==> src/rtl/gcm_job_seq.sv <==
// Job sequencer in front of the GCM core: key/iv, AAD and payload strobes, byte masking, tag capture.
// Latency: every accepted command, block or core output shows up as a registered strobe one cycle later.
// Backpressure: cmd_ready_o only in IDLE, blk_ready_o only in AAD/DATA; the core side has no backpressure.
module gcm_job_seq #(
    parameter int LEN_W       = 16,
    parameter int TAG_TIMEOUT = 1024
) (
    input  logic             clk,
    input  logic             rst_n,
    input  logic             cmd_valid_i,
    output logic             cmd_ready_o,
    input  logic [127:0]     cmd_key_i,
    input  logic [95:0]      cmd_iv_i,
    input  logic [LEN_W-1:0] cmd_aad_len_i,
    input  logic [LEN_W-1:0] cmd_pt_len_i,
    input  logic             blk_valid_i,
    output logic             blk_ready_o,
    input  logic [127:0]     blk_data_i,
    output logic             gcm_key_vld_o,
    output logic [127:0]     gcm_key_o,
    output logic             gcm_iv_vld_o,
    output logic             gcm_aad_vld_o,
    output logic             gcm_data_vld_o,
    output logic             gcm_end_o,
    output logic [127:0]     gcm_data_o,
    input  logic             gcm_data_vld_i,
    input  logic             gcm_tag_vld_i,
    input  logic [127:0]     gcm_data_i,
    output logic             out_vld_o,
    output logic [127:0]     out_data_o,
    output logic             tag_vld_o,
    output logic [127:0]     tag_o,
    output logic             timeout_o,
    output logic             err_o
);

    localparam logic [1:0]  S_IDLE = 2'd0;
    localparam logic [1:0]  S_AAD  = 2'd1;
    localparam logic [1:0]  S_DATA = 2'd2;
    localparam logic [1:0]  S_WAIT = 2'd3;
    localparam logic [31:0] TO_LIM = 32'(TAG_TIMEOUT - 1);
    localparam logic [LEN_W-1:0] FULL_BLK = LEN_W'(16);

    // Bytes consumed by one block: min(rem,16)
    function automatic logic [4:0] take_bytes(input logic [LEN_W-1:0] rem);
        return (rem >= FULL_BLK) ? 5'd16 : rem[4:0];
    endfunction

    // Keep bytes 0..n-1 (byte 0 at the top), zero the rest
    function automatic logic [127:0] mask_bytes(input logic [127:0] d, input logic [4:0] n);
        logic [127:0] r;
        r = d;
        for (int i = 0; i < 16; i++) begin
            if (i >= int'(n)) r[127-8*i -: 8] = 8'h00;
        end
        return r;
    endfunction

    logic [1:0]       state_q, state_d;
    logic [LEN_W-1:0] rem_aad_q, rem_aad_d, rem_pt_q, rem_pt_d, rem_out_q, rem_out_d;
    logic [31:0]      timer_q, timer_d;
    logic             cmd_rdy_q, cmd_rdy_d, blk_rdy_q, blk_rdy_d;
    logic             key_vld_q, key_vld_d, iv_vld_q, iv_vld_d;
    logic             aad_vld_q, aad_vld_d, dat_vld_q, dat_vld_d, end_q, end_d;
    logic [127:0]     key_q, key_d, gdat_q, gdat_d;
    logic             out_vld_q, out_vld_d, tag_vld_q, tag_vld_d;
    logic [127:0]     out_dat_q, out_dat_d, tag_q, tag_d;
    logic             tmo_q, tmo_d, err_q, err_d;
    logic             cmd_hs, blk_hs;
    logic [4:0]       n_in, n_out;

    assign cmd_hs = cmd_valid_i && cmd_rdy_q;
    assign blk_hs = blk_valid_i && blk_rdy_q;

    // Next-state: job sequencing, output masking, tag capture and timeout
    always_comb begin
        state_d   = state_q;
        rem_aad_d = rem_aad_q;
        rem_pt_d  = rem_pt_q;
        rem_out_d = rem_out_q;
        timer_d   = timer_q;
        key_d     = key_q;
        gdat_d    = gdat_q;
        out_dat_d = out_dat_q;
        tag_d     = tag_q;
        key_vld_d = 1'b0;
        iv_vld_d  = 1'b0;
        aad_vld_d = 1'b0;
        dat_vld_d = 1'b0;
        end_d     = 1'b0;
        out_vld_d = 1'b0;
        tag_vld_d = 1'b0;
        tmo_d     = 1'b0;
        err_d     = 1'b0;
        n_in      = 5'd0;
        n_out     = 5'd0;

        case (state_q)
            S_IDLE: begin
                if (cmd_hs) begin
                    rem_aad_d = cmd_aad_len_i;
                    rem_pt_d  = cmd_pt_len_i;
                    rem_out_d = cmd_pt_len_i;
                    key_vld_d = 1'b1;
                    iv_vld_d  = 1'b1;
                    key_d     = cmd_key_i;
                    gdat_d    = {cmd_iv_i, 32'h0};
                    timer_d   = 32'd0;
                    if (cmd_aad_len_i != '0)     state_d = S_AAD;
                    else if (cmd_pt_len_i != '0) state_d = S_DATA;
                    else begin
                        state_d = S_WAIT;
                        end_d   = 1'b1;
                    end
                end
            end
            S_AAD: begin
                if (blk_hs) begin
                    n_in      = take_bytes(rem_aad_q);
                    gdat_d    = mask_bytes(blk_data_i, n_in);
                    aad_vld_d = 1'b1;
                    rem_aad_d = rem_aad_q - LEN_W'(n_in);
                    if (rem_aad_q <= FULL_BLK) begin
                        timer_d = 32'd0;
                        if (rem_pt_q != '0) state_d = S_DATA;
                        else begin
                            state_d = S_WAIT;
                            end_d   = 1'b1;
                        end
                    end
                end
                if (gcm_tag_vld_i) err_d = 1'b1;
            end
            S_DATA: begin
                if (blk_hs) begin
                    n_in      = take_bytes(rem_pt_q);
                    gdat_d    = mask_bytes(blk_data_i, n_in);
                    dat_vld_d = 1'b1;
                    rem_pt_d  = rem_pt_q - LEN_W'(n_in);
                    if (rem_pt_q <= FULL_BLK) begin
                        state_d = S_WAIT;
                        end_d   = 1'b1;
                        timer_d = 32'd0;
                    end
                end
                if (gcm_tag_vld_i) err_d = 1'b1;
            end
            default: begin
                timer_d = timer_q + 32'd1;
                if (gcm_tag_vld_i) begin
                    tag_d     = gcm_data_i;
                    tag_vld_d = 1'b1;
                    state_d   = S_IDLE;
                end else if (TAG_TIMEOUT != 0 && timer_q == TO_LIM) begin
                    tmo_d   = 1'b1;
                    state_d = S_IDLE;
                end
            end
        endcase

        // Core output blocks are trimmed to the payload length; extras are flagged
        if (state_q != S_IDLE && gcm_data_vld_i) begin
            if (rem_out_q == '0) begin
                err_d = 1'b1;
            end else begin
                n_out     = take_bytes(rem_out_q);
                out_dat_d = mask_bytes(gcm_data_i, n_out);
                out_vld_d = 1'b1;
                rem_out_d = rem_out_q - LEN_W'(n_out);
            end
        end

        cmd_rdy_d = (state_d == S_IDLE);
        blk_rdy_d = (state_d == S_AAD) || (state_d == S_DATA);
    end

    // State and registered outputs; reset clears everything including the held tag
    always_ff @(posedge clk or negedge rst_n) begin
        if (!rst_n) begin
            state_q   <= S_IDLE;
            rem_aad_q <= '0;
            rem_pt_q  <= '0;
            rem_out_q <= '0;
            timer_q   <= '0;
            cmd_rdy_q <= 1'b0;
            blk_rdy_q <= 1'b0;
            key_vld_q <= 1'b0;
            iv_vld_q  <= 1'b0;
            aad_vld_q <= 1'b0;
            dat_vld_q <= 1'b0;
            end_q     <= 1'b0;
            key_q     <= '0;
            gdat_q    <= '0;
            out_vld_q <= 1'b0;
            out_dat_q <= '0;
            tag_vld_q <= 1'b0;
            tag_q     <= '0;
            tmo_q     <= 1'b0;
            err_q     <= 1'b0;
        end else begin
            state_q   <= state_d;
            rem_aad_q <= rem_aad_d;
            rem_pt_q  <= rem_pt_d;
            rem_out_q <= rem_out_d;
            timer_q   <= timer_d;
            cmd_rdy_q <= cmd_rdy_d;
            blk_rdy_q <= blk_rdy_d;
            key_vld_q <= key_vld_d;
            iv_vld_q  <= iv_vld_d;
            aad_vld_q <= aad_vld_d;
            dat_vld_q <= dat_vld_d;
            end_q     <= end_d;
            key_q     <= key_d;
            gdat_q    <= gdat_d;
            out_vld_q <= out_vld_d;
            out_dat_q <= out_dat_d;
            tag_vld_q <= tag_vld_d;
            tag_q     <= tag_d;
            tmo_q     <= tmo_d;
            err_q     <= err_d;
        end
    end

    assign cmd_ready_o    = cmd_rdy_q;
    assign blk_ready_o    = blk_rdy_q;
    assign gcm_key_vld_o  = key_vld_q;
    assign gcm_key_o      = key_q;
    assign gcm_iv_vld_o   = iv_vld_q;
    assign gcm_aad_vld_o  = aad_vld_q;
    assign gcm_data_vld_o = dat_vld_q;
    assign gcm_end_o      = end_q;
    assign gcm_data_o     = gdat_q;
    assign out_vld_o      = out_vld_q;
    assign out_data_o     = out_dat_q;
    assign tag_vld_o      = tag_vld_q;
    assign tag_o          = tag_q;
    assign timeout_o      = tmo_q;
    assign err_o          = err_q;

endmodule

==> config.mk <==
export PLATFORM = sky130hd
export DESIGN_NAME = gcm_job_seq
export DESIGN_NICKNAME = d
export VERILOG_FILES = /design/src/rtl/gcm_job_seq.sv
export SDC_FILE = /design/constraint.sdc
export NUM_CORES = 1
export LEC_CHECK = 0
export ABC_AREA = 0
export CELL_PAD_IN_SITES_DETAIL_PLACEMENT = 1
export CELL_PAD_IN_SITES_GLOBAL_PLACEMENT = 1
export CORE_AREA = 2 2 402 404
export DETAILED_ROUTE_END_ITERATION = 12
export DIE_AREA = 0 0 404 406
export GPL_ROUTABILITY_DRIVEN = 0
export PLACE_DENSITY_LB_ADDON = 0.3
export SLEW_MARGIN = 20
export SYNTH_ARGS = -nofsm -noshare
export SYNTH_HDL_FRONTEND = slang
export SYNTH_SLANG_ARGS = --single-unit
export TNS_END_PERCENT = 50
==> constraint.sdc <==
create_clock -name clk -period 2.9 [get_ports clk]
set_clock_uncertainty 0.05 [all_clocks]
set_input_delay 0.435 -clock clk [delete_from_list [all_inputs] [get_ports clk]]
set_output_delay 0.435 -clock clk [all_outputs]
set_load 0.1 [all_outputs]
# == Word level (Yosys, flattened, before mapping) ==
# Cells that the tools add are included.
# op_classes
n_addsub,4
multipliers,0
div_mod_pow,0
n_lt_le_gt_ge,53
n_eq_ne,10
shifts,0
muxes,106
n_bitwise,2
n_reduce_logical,23
# op_table
op,count
128-bit two-way mux,3
8-bit two-way mux,48
128-bit one-hot mux with 3 select lines,1
32-bit two-way mux,5
16-bit two-way mux,8
"4-bit by 5-bit greater-or-equal comparator with 1-bit output, first input constant",24
32-bit one-hot mux with 3 select lines,1
16-bit one-hot mux with 2 select lines,2
"3-bit by 5-bit greater-or-equal comparator with 1-bit output, first input constant",12
"16-bit by 5-bit greater-or-equal comparator with 1-bit output, second input constant",3
16-bit nonzero test,3
16-bit by 5-bit subtractor with 16-bit output,3
"32-bit by 1-bit adder with 32-bit output, second input constant",1
"32-bit by 10-bit equality test with 1-bit output, second input constant",1
"16-bit by 5-bit less-or-equal comparator with 1-bit output, second input constant",2
"1-bit by 5-bit greater-or-equal comparator with 1-bit output, first input constant",6
"2-bit by 5-bit greater-or-equal comparator with 1-bit output, first input constant",6
1-bit two-way mux,25
16-bit logical NOT,1
2-bit two-way mux,8
5-bit two-way mux,3
"2-bit inequality test, second input constant",5
2-bit one-hot mux with 3 select lines,1
2-bit AND reduction,3
other kinds (14),23
# totals
regBits,604
latch_bits,0
ramBits,0
rom_bits,0
inputBits,518
output_inout_bits,523
word_cells,217
mem_count,0

# == Depth between registers and ports, before layout ==
# Gate-level depths: netlist of run 1.
# logic_depth
ltp_word,7
mapped_depth,11
depth_no_buf,10

# == Worst setup path before layout of run 1 ==
# No wires, ideal clock.
# synth_timing
kind,register -> register
startpoint,register cmd_rdy_q (netlist: cmd_ready_o)
endpoint,register gdat_q[0] (netlist: gcm_data_o[0])
setup_time_ns,0.069
t_arrival_ns,2.819
required_time_ns,2.781
path_slack_ns,-0.038
path_stages_with_launch,8
n_path_buf,1
synth_period_minus_slack_ns,2.938
path_cell_list,dfrtp_1 -> a21boi_0 -> a21o_1 -> a211oi_2 -> nand2_1 -> buf_2 -> a21oi_1 -> a22o_1
# synth_between
elab_chain_cells,3
# synth_lines
element,line,source
"start, declared",62,"logic cmd_rdy_q, cmd_rdy_d, blk_rdy_q, blk_rdy_d;"
"start signal, assigned",206,cmd_rdy_q <= cmd_rdy_d;
1-bit logical AND,72,assign cmd_hs = cmd_valid_i && cmd_rdy_q;
2-bit inequality test (no source line),n/a,
4-bit AND reduction (no source line),n/a,
"end signal, assigned",214,gdat_q <= gdat_d;
"end, declared",65,"logic [127:0] key_q, key_d, gdat_q, gdat_d;"
# No other way between the ends.
# A chain may end at the register's enable or synchronous reset.

# == Worst setup path in the final report of run 1 ==
# layout_timing
startpoint,register rem_pt_q[14]
endpoint,register gdat_q[120] (netlist: gcm_data_o[120])
# layout_between
elab_chain_cells,6
# layout_lines
element,line,source
"start, declared",60,"logic [LEN_W-1:0] rem_aad_q, rem_aad_d, rem_pt_q, rem_pt_d, rem_out_q, rem_out_d;"
"start signal, assigned",203,rem_pt_q <= rem_pt_d;
16-bit by 5-bit greater-or-equal comparator with 1-bit output,46,return (rem >= FULL_BLK) ? 5'd16 : rem[4:0];
5-bit two-way mux,46,
1-bit by 5-bit greater-or-equal comparator with 1-bit output,54,if (i >= int'(n)) r[127-8*i -: 8] = 8'h00;
8-bit two-way mux,54,
128-bit two-way mux,135,if (blk_hs) begin
128-bit one-hot mux with 3 select lines,98,case (state_q)
# No other way between the ends. The select of a mux whose other input is x is not followed.

==> impl_metrics.yaml, run 1 <==
cells_and_area:
  layout-drive-gt1-share: 0.271
  layout.area.seq_um2: 15100
  num-fill-cells: 18126
  multi_input_area_um2: 9760
  nNetsFinal: 3950
  area_growth_pct: 60.8
floorplanning:
  rows: 147
  die_width_um: 404
  fp.dieH_um: 406
  core_um2: 160000
  ioPinCount: 1041
  dieArea_um2: 164000
  initial_utilization: 0.159
global_routing:
  grt_max_degree: 121
  grt_antenna_before_repair: 35
  grt_pass1_wl_um: 184000
  overflow: 0
  grt.total_usage: 0.153
  grt_pass1_vias: 24534
setup_path:
  cp-end-kind: "register"
  r2r_setup_slack_ps: 110
  worst-setup-path-type: "register to register"
  critPathMaxStageDelay_ps: 560
  worstPathMaxFanout: 8
  reg2reg_to: "gcm_data_o[120]"
  r2r_cells: 7
  r2r_start: "rem_pt_q[14]"
  slowest_stage: "or4_1"
  cp_num_buf_inv: 1
  worstSetupStartpointType: "register"
  path_cells: "or4_1 > buf_4 > nor3_2 > nand3b_1 > a21oi_1 > nor2_1 > a221o_1"
  crit_family: "simple AND/OR/NAND/NOR gates"
  cp.required_ps: 3430
  crit_arrival_ps: 3310
clock_tree:
  post_cts_buffers: 0
  numCtsBuffers: 79
  cts-root-buf: "clkbuf_16"
  clk_pin_slew_worst_paths_ps: 60
  cts_sinks: 604
  cts_max_level: 3
  clock_latency_ps: 670
  cts_tree: "yes"
  clock_path_buffers: 3
yosys:
  syn_inst: 2313
  synth_top_cells_by_area: "dfrtp_1 59%, nand2_1 7.7%, mux2_2 5.7%"
  synth_edf_count: 0
  syn_area_per_cell_um2: 11.0
  synth_ff_type: "dfrtp_1"
  synth-seq-cells: 604
  yosys.area.top_type: "dfrtp_1"
  netlist_top_cells_count: "604 x dfrtp_1, 522 x nand2_1, 148 x a22o_1"
  synth_cell_type_count: 67
  yosys.area.top_type_share: 0.594
  synth_most_common_cell: "dfrtp_1"
  synth-seq-area-share: 0.594
  syn_area_um2: 25500
  async_flop_share: 1.00
  ys_warn_count: 0
route:
  drt_iter0_drc: 1279
  firstDrtPassIters: 5
  avgViaCountPerCell: 4.21
  wl_per_cell_um: 23.4
  vias: 23482
  wl_um: 131000
  route.detailed.drc: 0
  postRouteAntennaNets: 0
sta:
  fin_setup_tns_ps: 0
  worst_slew_pin_slew_ps: 1080
  grt_setup_unrepaired: "no"
  slew_viol_final: 0
  max_freq_mhz: 359
  final_hold_viol_count: 0
  maxSlewHeadroom: 0.280
  setup_viol_count_final: 0
  timing.hold.ws_ps: 206
  min_period_over_period: 0.961
  fin_crit_ps: 2790
hold_path:
  min_path_type: "input pin to register"
  hp-start: "cmd_key_i[102]"
  whs_endpoint: "gcm_key_o[102]"
  hold_depth: 3
placed_design:
  numPortBuffers: 1040
  hpwl_um: 100000
status:
  status: "completed"
flow_run:
  drv_cap: 0
## timing repair
item | CTS | global route
endpoints found under the setup margin | 7 | 19
hold buffers | 1 | 0
hold endpoints to repair | 32 | 0
gates resized for setup | 1 | 5
## routing by layer
metal,GRT usage,vias up,part of all wire
met5,0,-,0.0017
li1,-,10605,-
met2,0.259,737,0.49
met1,0.186,11932,0.41
met4,0.0442,32,0.022
met3,0.0478,176,0.072
## sequential cells by signal (all words and copies together), names as in the netlist
register / count
gcm_aad_vld_o: 1
tag_o: 128
cmd_ready_o: 1
out_data_o: 128
timeout_o: 1
timer_q: 32
out_vld_o: 1
tag_vld_o: 1
err_o: 1
gcm_key_o: 128
gcm_data_o: 128
rem_pt_q: 16
gcm_iv_vld_o: 1
gcm_end_o: 1
rem_out_q: 16
gcm_data_vld_o: 1
blk_ready_o: 1
rem_aad_q: 16
state_q: 2
## worst reg2reg max path, delay by kind of cell (launching register included)
family	cells	cell delay [ps]
AO/OA/AOI/OAI	2	750
flip-flops	1	420
buffers and inverters	1	190
AND/OR/NAND/NOR	4	1290
## layout by cell type, fill, tap and decap left out, drive strengths merged, types with 15 or more instances in the layout
cell / n
nand3: 41
a21oi: 71
a311oi: 15
dfrtp: 604
inv: 20
buf: 666
nor2: 80
nor3b: 90
o31ai: 26
o21ai: 67
nand4: 17
nor4: 24
clkdlybuf4s50: 516
clkbuf: 117
nand2: 522
mux2: 128
a221o: 93
nor3: 36
a22o: 148
## worst max path at each step
stage	start	slack, ps	depth (start not counted)	to
floorplan	rem_pt_q[14]	200	8	gcm_data_o[112]
global placement	cmd_valid_i	-250	7	gcm_data_o[111]
detailed placement	cmd_valid_i	-270	7	gcm_data_o[110]
CTS	rem_pt_q[14]	30	7	gcm_data_o[85]
global route	rem_pt_q[14]	3	7	gcm_data_o[127]
finish	rem_pt_q[14]	110	7	gcm_data_o[120]
## stage by stage
step / cells / utilization / worst slack, ps / instance area (µm²)
2_1_floorplan: 2315 / - / 197 / 25500
3_3_place_gp: 5427 / 0.239 / -249 / 38100
3_5_place_dp: 5427 / 0.239 / -267 / 38100
4_1_cts: 5568 / 0.256 / 26.4 / 40900
5_1_grt: 5577 / 0.256 / 3.02 / 40900
6_report: 5579 / 0.256 / 114 / 40900
## area by class of cell
cell class	instances	area share
clock inverter	23	0.0119
inverter	19	0.00180
clock buffer	117	0.0564
tap	2086	0.0637
sequential	604	0.369
multi-input combinational	1536	0.238
antenna	11	0.000672
timing repair buffer	1183	0.258
## kinds of logic after synthesis
group | share of synthesized area
buffers and inverters | 0.0263
muxes | 0.0582
xor gates and xnor gates | 0.000688
other | 0.000147
adders and majority gates | 0.00442
AOI/OAI and AO/OA | 0.157
and+or+nand+nor | 0.160
DFF | 0.594
Power of run 1 is not shown: default switching activity piles up to over one toggle a cycle in this logic, so the estimate is an artifact.
==> inputs of run 2 (changes only) <==
SKIP_CTS_REPAIR_TIMING = 1   (was not set)
==> impl_metrics.yaml, run 2 (same netlist as run 1, synthesis figures left out) <==
setup_path:
  cp-end-kind: "register"
  slowest_stage: "or4_1"
  cp_num_buf_inv: 2
  crit_arrival_ps: 3260
  critPathMaxStageDelay_ps: 560
  cp.required_ps: 3390
  worstSetupStartpointType: "register"
  path_cells: "or4_1 > buf_4 > nor2_2 > nand4_1 > a221o_1 > or2_1 > buf_12 > o41ai_1"
  crit_family: "simple AND/OR/NAND/NOR gates"
  worstPathMaxFanout: 30
  worst-setup-path-type: "register to register"
global_routing:
  overflow: 0
  grt_pass1_wl_um: 184000
  grt_pass1_vias: 24533
  grt.total_usage: 0.153
  grt_antenna_before_repair: 35
  grt_max_degree: 121
cells_and_area:
  stdcell_area_um2: 40900
  nNetsFinal: 3950
  final_cell_mix: "635 x buf_4, 602 x dfrtp_1, 521 x nand2_1, 516 x clkdlybuf4s50_1, 148 x a22o_1"
  final_common_cell: "buf_4"
  area_growth_pct: 60.8
  layout-drive-gt1-share: 0.271
  num-fill-cells: 18127
flow_run:
  drv_cap: 0
floorplanning:
  die_width_um: 404
  core_um2: 160000
  initial_utilization: 0.159
  ioPinCount: 1041
  dieArea_um2: 164000
  fp.dieH_um: 406
  rows: 147
route:
  firstDrtPassIters: 5
  avgViaCountPerCell: 4.21
  wl_um: 131000
  drt_iter0_drc: 1276
  wl_per_cell_um: 23.4
  postRouteAntennaNets: 0
  route.detailed.drc: 0
  vias: 23499
sta:
  fin_crit_ps: 2770
  worst_slew_pin_slew_ps: 1080
  grt_setup_unrepaired: "yes"
  setup_viol_count_final: 0
  max_freq_mhz: 361
  min_period_over_period: 0.956
  maxSlewHeadroom: 0.280
  slew_viol_final: 0
  final_hold_viol_count: 0
clock_tree:
  cts-root-buf: "clkbuf_16"
  cts_tree: "yes"
  clk_pin_slew_worst_paths_ps: 60
  clock_path_buffers: 3
  cts_sinks: 604
  cts_max_level: 3
  clock_latency_ps: 670
  numCtsBuffers: 79
placed_design:
  numPortBuffers: 1040
  hpwl_um: 100000
  post_dp_cell_area_um2: 38100
status:
  status: "completed"
hold_path:
  min_path_type: "input pin to register"
==> run 2: cell counts in the layout (fill, tap and decap cells not counted) <==
No cell type changed its count.
==> run 2: metal layers <==
layer	up-vias	wire length, µm	global-route usage
li1	10610	-	-
met1	11932	53600	0.186
met2	746	64500	0.259
met3	179	9370	0.0478
met4	32	2990	0.0442
met5	-	228	0
==> run 2: worst register-to-register path, delay by kind of cell (launching register included) <==
kind / cells / cell delay (ps)
compound gates: 2 / 700
simple gates: 4 / 1120
flops: 1 / 420
buf+inv: 2 / 370
==> run 2: through the flow <==
stage                     hold slack [ps]  TNS, ps  instances  worst slack [ps]  utilization
after global routing                  171    -3.55       5577             -3.55        0.256
final                                 206        0       5579               128        0.256
after floorplan                      89.4        0       2315               197            -
after detailed placement              410    -6860       5427              -267        0.239
after CTS                            -329    -94.9       5567             -29.6        0.256
after global placement                402    -6760       5427              -249        0.239
==> run 2: area by class of cell <==
type                       count  area [µm²]  share of cell area
sequential                   604       15100               0.369
timing repair buffer        1183       10600               0.258
multi-input combinational   1536        9760               0.238
tap                         2086        2610              0.0637
clock buffer                 117        2310              0.0564
clock inverter                23         488              0.0119
inverter                      19        73.8             0.00180
antenna                       11        27.5            0.000672
==> run 2: final timing paths <==
kind | startpoint | cells past startpoint | to | slack (ps)
hold / removal | cmd_key_i[102] | 3 | gcm_key_o[102] | 210
max in group asynchronous | rst_n | 3 | tag_o[99] | 1690
setup / recovery | rem_pt_q[14] | 8 | timer_q[29] | 130
min in group asynchronous | rst_n | 2 | tag_o[126] | 310
setup reg to reg | rem_pt_q[14] | 8 | timer_q[29] | 130
hold reg to reg | out_data_o[68] | 2 | out_data_o[68] | 420
Power of run 2 is left out for the same reason.
==> inputs of run 3 (changes only) <==
SKIP_LAST_GASP = 1   (was not set)
==> impl_metrics.yaml, run 3 (same netlist as run 1, synthesis figures left out) <==
placed_design:
  numPortBuffers: 1040
  dp_cells: 5427
  post-place-ws_ps: -267
  hpwl_um: 100000
  post_dp_cell_area_um2: 38100
cells_and_area:
  final_cell_mix: "635 x buf_4, 602 x dfrtp_1, 521 x nand2_1, 516 x clkdlybuf4s50_1, 148 x a22o_1"
  area_growth_pct: 60.8
  final_cells: 5579
  layout-drive-gt1-share: 0.271
  final_common_cell: "buf_4"
  stdcell_area_um2: 40900
  num-fill-cells: 18128
  nNetsFinal: 3950
route:
  firstDrtPassIters: 5
  avgViaCountPerCell: 4.20
  vias: 23426
  route.detailed.drc: 0
  wl_um: 131000
  drt_iter0_drc: 1280
  postRouteAntennaNets: 0
  wl_per_cell_um: 23.4
clock_tree:
  clock_latency_ps: 670
  cts_tree: "yes"
  clock_path_buffers: 3
  cts-root-buf: "clkbuf_16"
  cts_max_level: 3
  numCtsBuffers: 79
  clk_pin_slew_worst_paths_ps: 60
  cts_sinks: 604
sta:
  max_freq_mhz: 351
  timing.hold.ws_ps: 207
  layout_setup_ws_ps: 54.0
  worst_slew_pin_slew_ps: 1080
  maxSlewHeadroom: 0.279
  setup_viol_count_final: 0
  fin_crit_ps: 2850
  slew_viol_final: 0
  grt_setup_unrepaired: "yes"
  min_period_over_period: 0.981
  final_hold_viol_count: 0
hold_path:
  hold_depth: 3
  hp-start: "cmd_key_i[102]"
  min_path_type: "input pin to register"
  whs_endpoint: "gcm_key_o[102]"
setup_path:
  r2r_start: "rem_pt_q[14]"
  worst-setup-path-type: "register to register"
  startpoint: "rem_pt_q[14]"
  cp.required_ps: 3430
  r2r_setup_slack_ps: 50
  worstSetupStartpointType: "register"
  reg2reg_to: "gcm_data_o[83]"
  crit_arrival_ps: 3380
  worstPathMaxFanout: 8
  r2r_cells: 7
  cp-end-kind: "register"
global_routing:
  grt_pass1_wl_um: 184000
  grt.total_usage: 0.153
  grt_antenna_before_repair: 35
  grt_pass1_vias: 24533
  grt_max_degree: 121
  overflow: 0
status:
  status: "completed"
floorplanning:
  core_um2: 160000
  die_width_um: 404
  fp.dieH_um: 406
  initial_utilization: 0.159
  ioPinCount: 1041
  dieArea_um2: 164000
  rows: 147
flow_run:
  drv_cap: 0
[run 3: changes by cell type in the layout (fill, tap and decap cells not counted)]
cell,change
or3_1,+1
or3_4,-1
[run 3: cell type report]
type	instances	area (µm²)	share of cell area
Antenna cell	11	27.5	0.000672
Clock buffer	117	2310	0.0564
Clock inverter	23	488	0.0119
Inverter	19	73.8	0.00180
Multi-Input combinational cell	1536	9760	0.238
Sequential cell	604	15100	0.369
Tap cell	2086	2610	0.0638
Timing Repair Buffer	1183	10600	0.258
[run 3: layer usage]
layer | up-vias | share of wire | global-route usage | wire length, µm
met2 | 719 | 0.49 | 0.259 | 64700
met1 | 11892 | 0.41 | 0.186 | 53600
met3 | 173 | 0.071 | 0.0478 | 9300
met4 | 32 | 0.022 | 0.0442 | 2890
li1 | 10610 | - | - | -
met5 | - | 0.0017 | 0 | 225
[run 3: critical path: stages (launching register included)]
cell       delay, ps
dfrtp_1          420
or4_1            560
or3_1            500
o21a_1           240
a2111oi_1        310
nor2_1           180
buf_12           190
a221o_1          300
[run 3: worst max path at each step]
stage                            to  slack [ps]
global placement    gcm_data_o[111]        -250
floorplan           gcm_data_o[112]         200
CTS                  gcm_data_o[85]         -30
global route         gcm_data_o[85]         -30
finish               gcm_data_o[83]          50
detailed placement  gcm_data_o[110]        -270
[run 3: metrics by stage]
stage / utilization / TNS (ps)
finish: 0.256 / 0
global route: 0.256 / -100
CTS: 0.256 / -94.9
detailed placement: 0.239 / -6860
global placement: 0.239 / -6760
floorplan: - / 0
Power of run 3 is left out for the same reason.
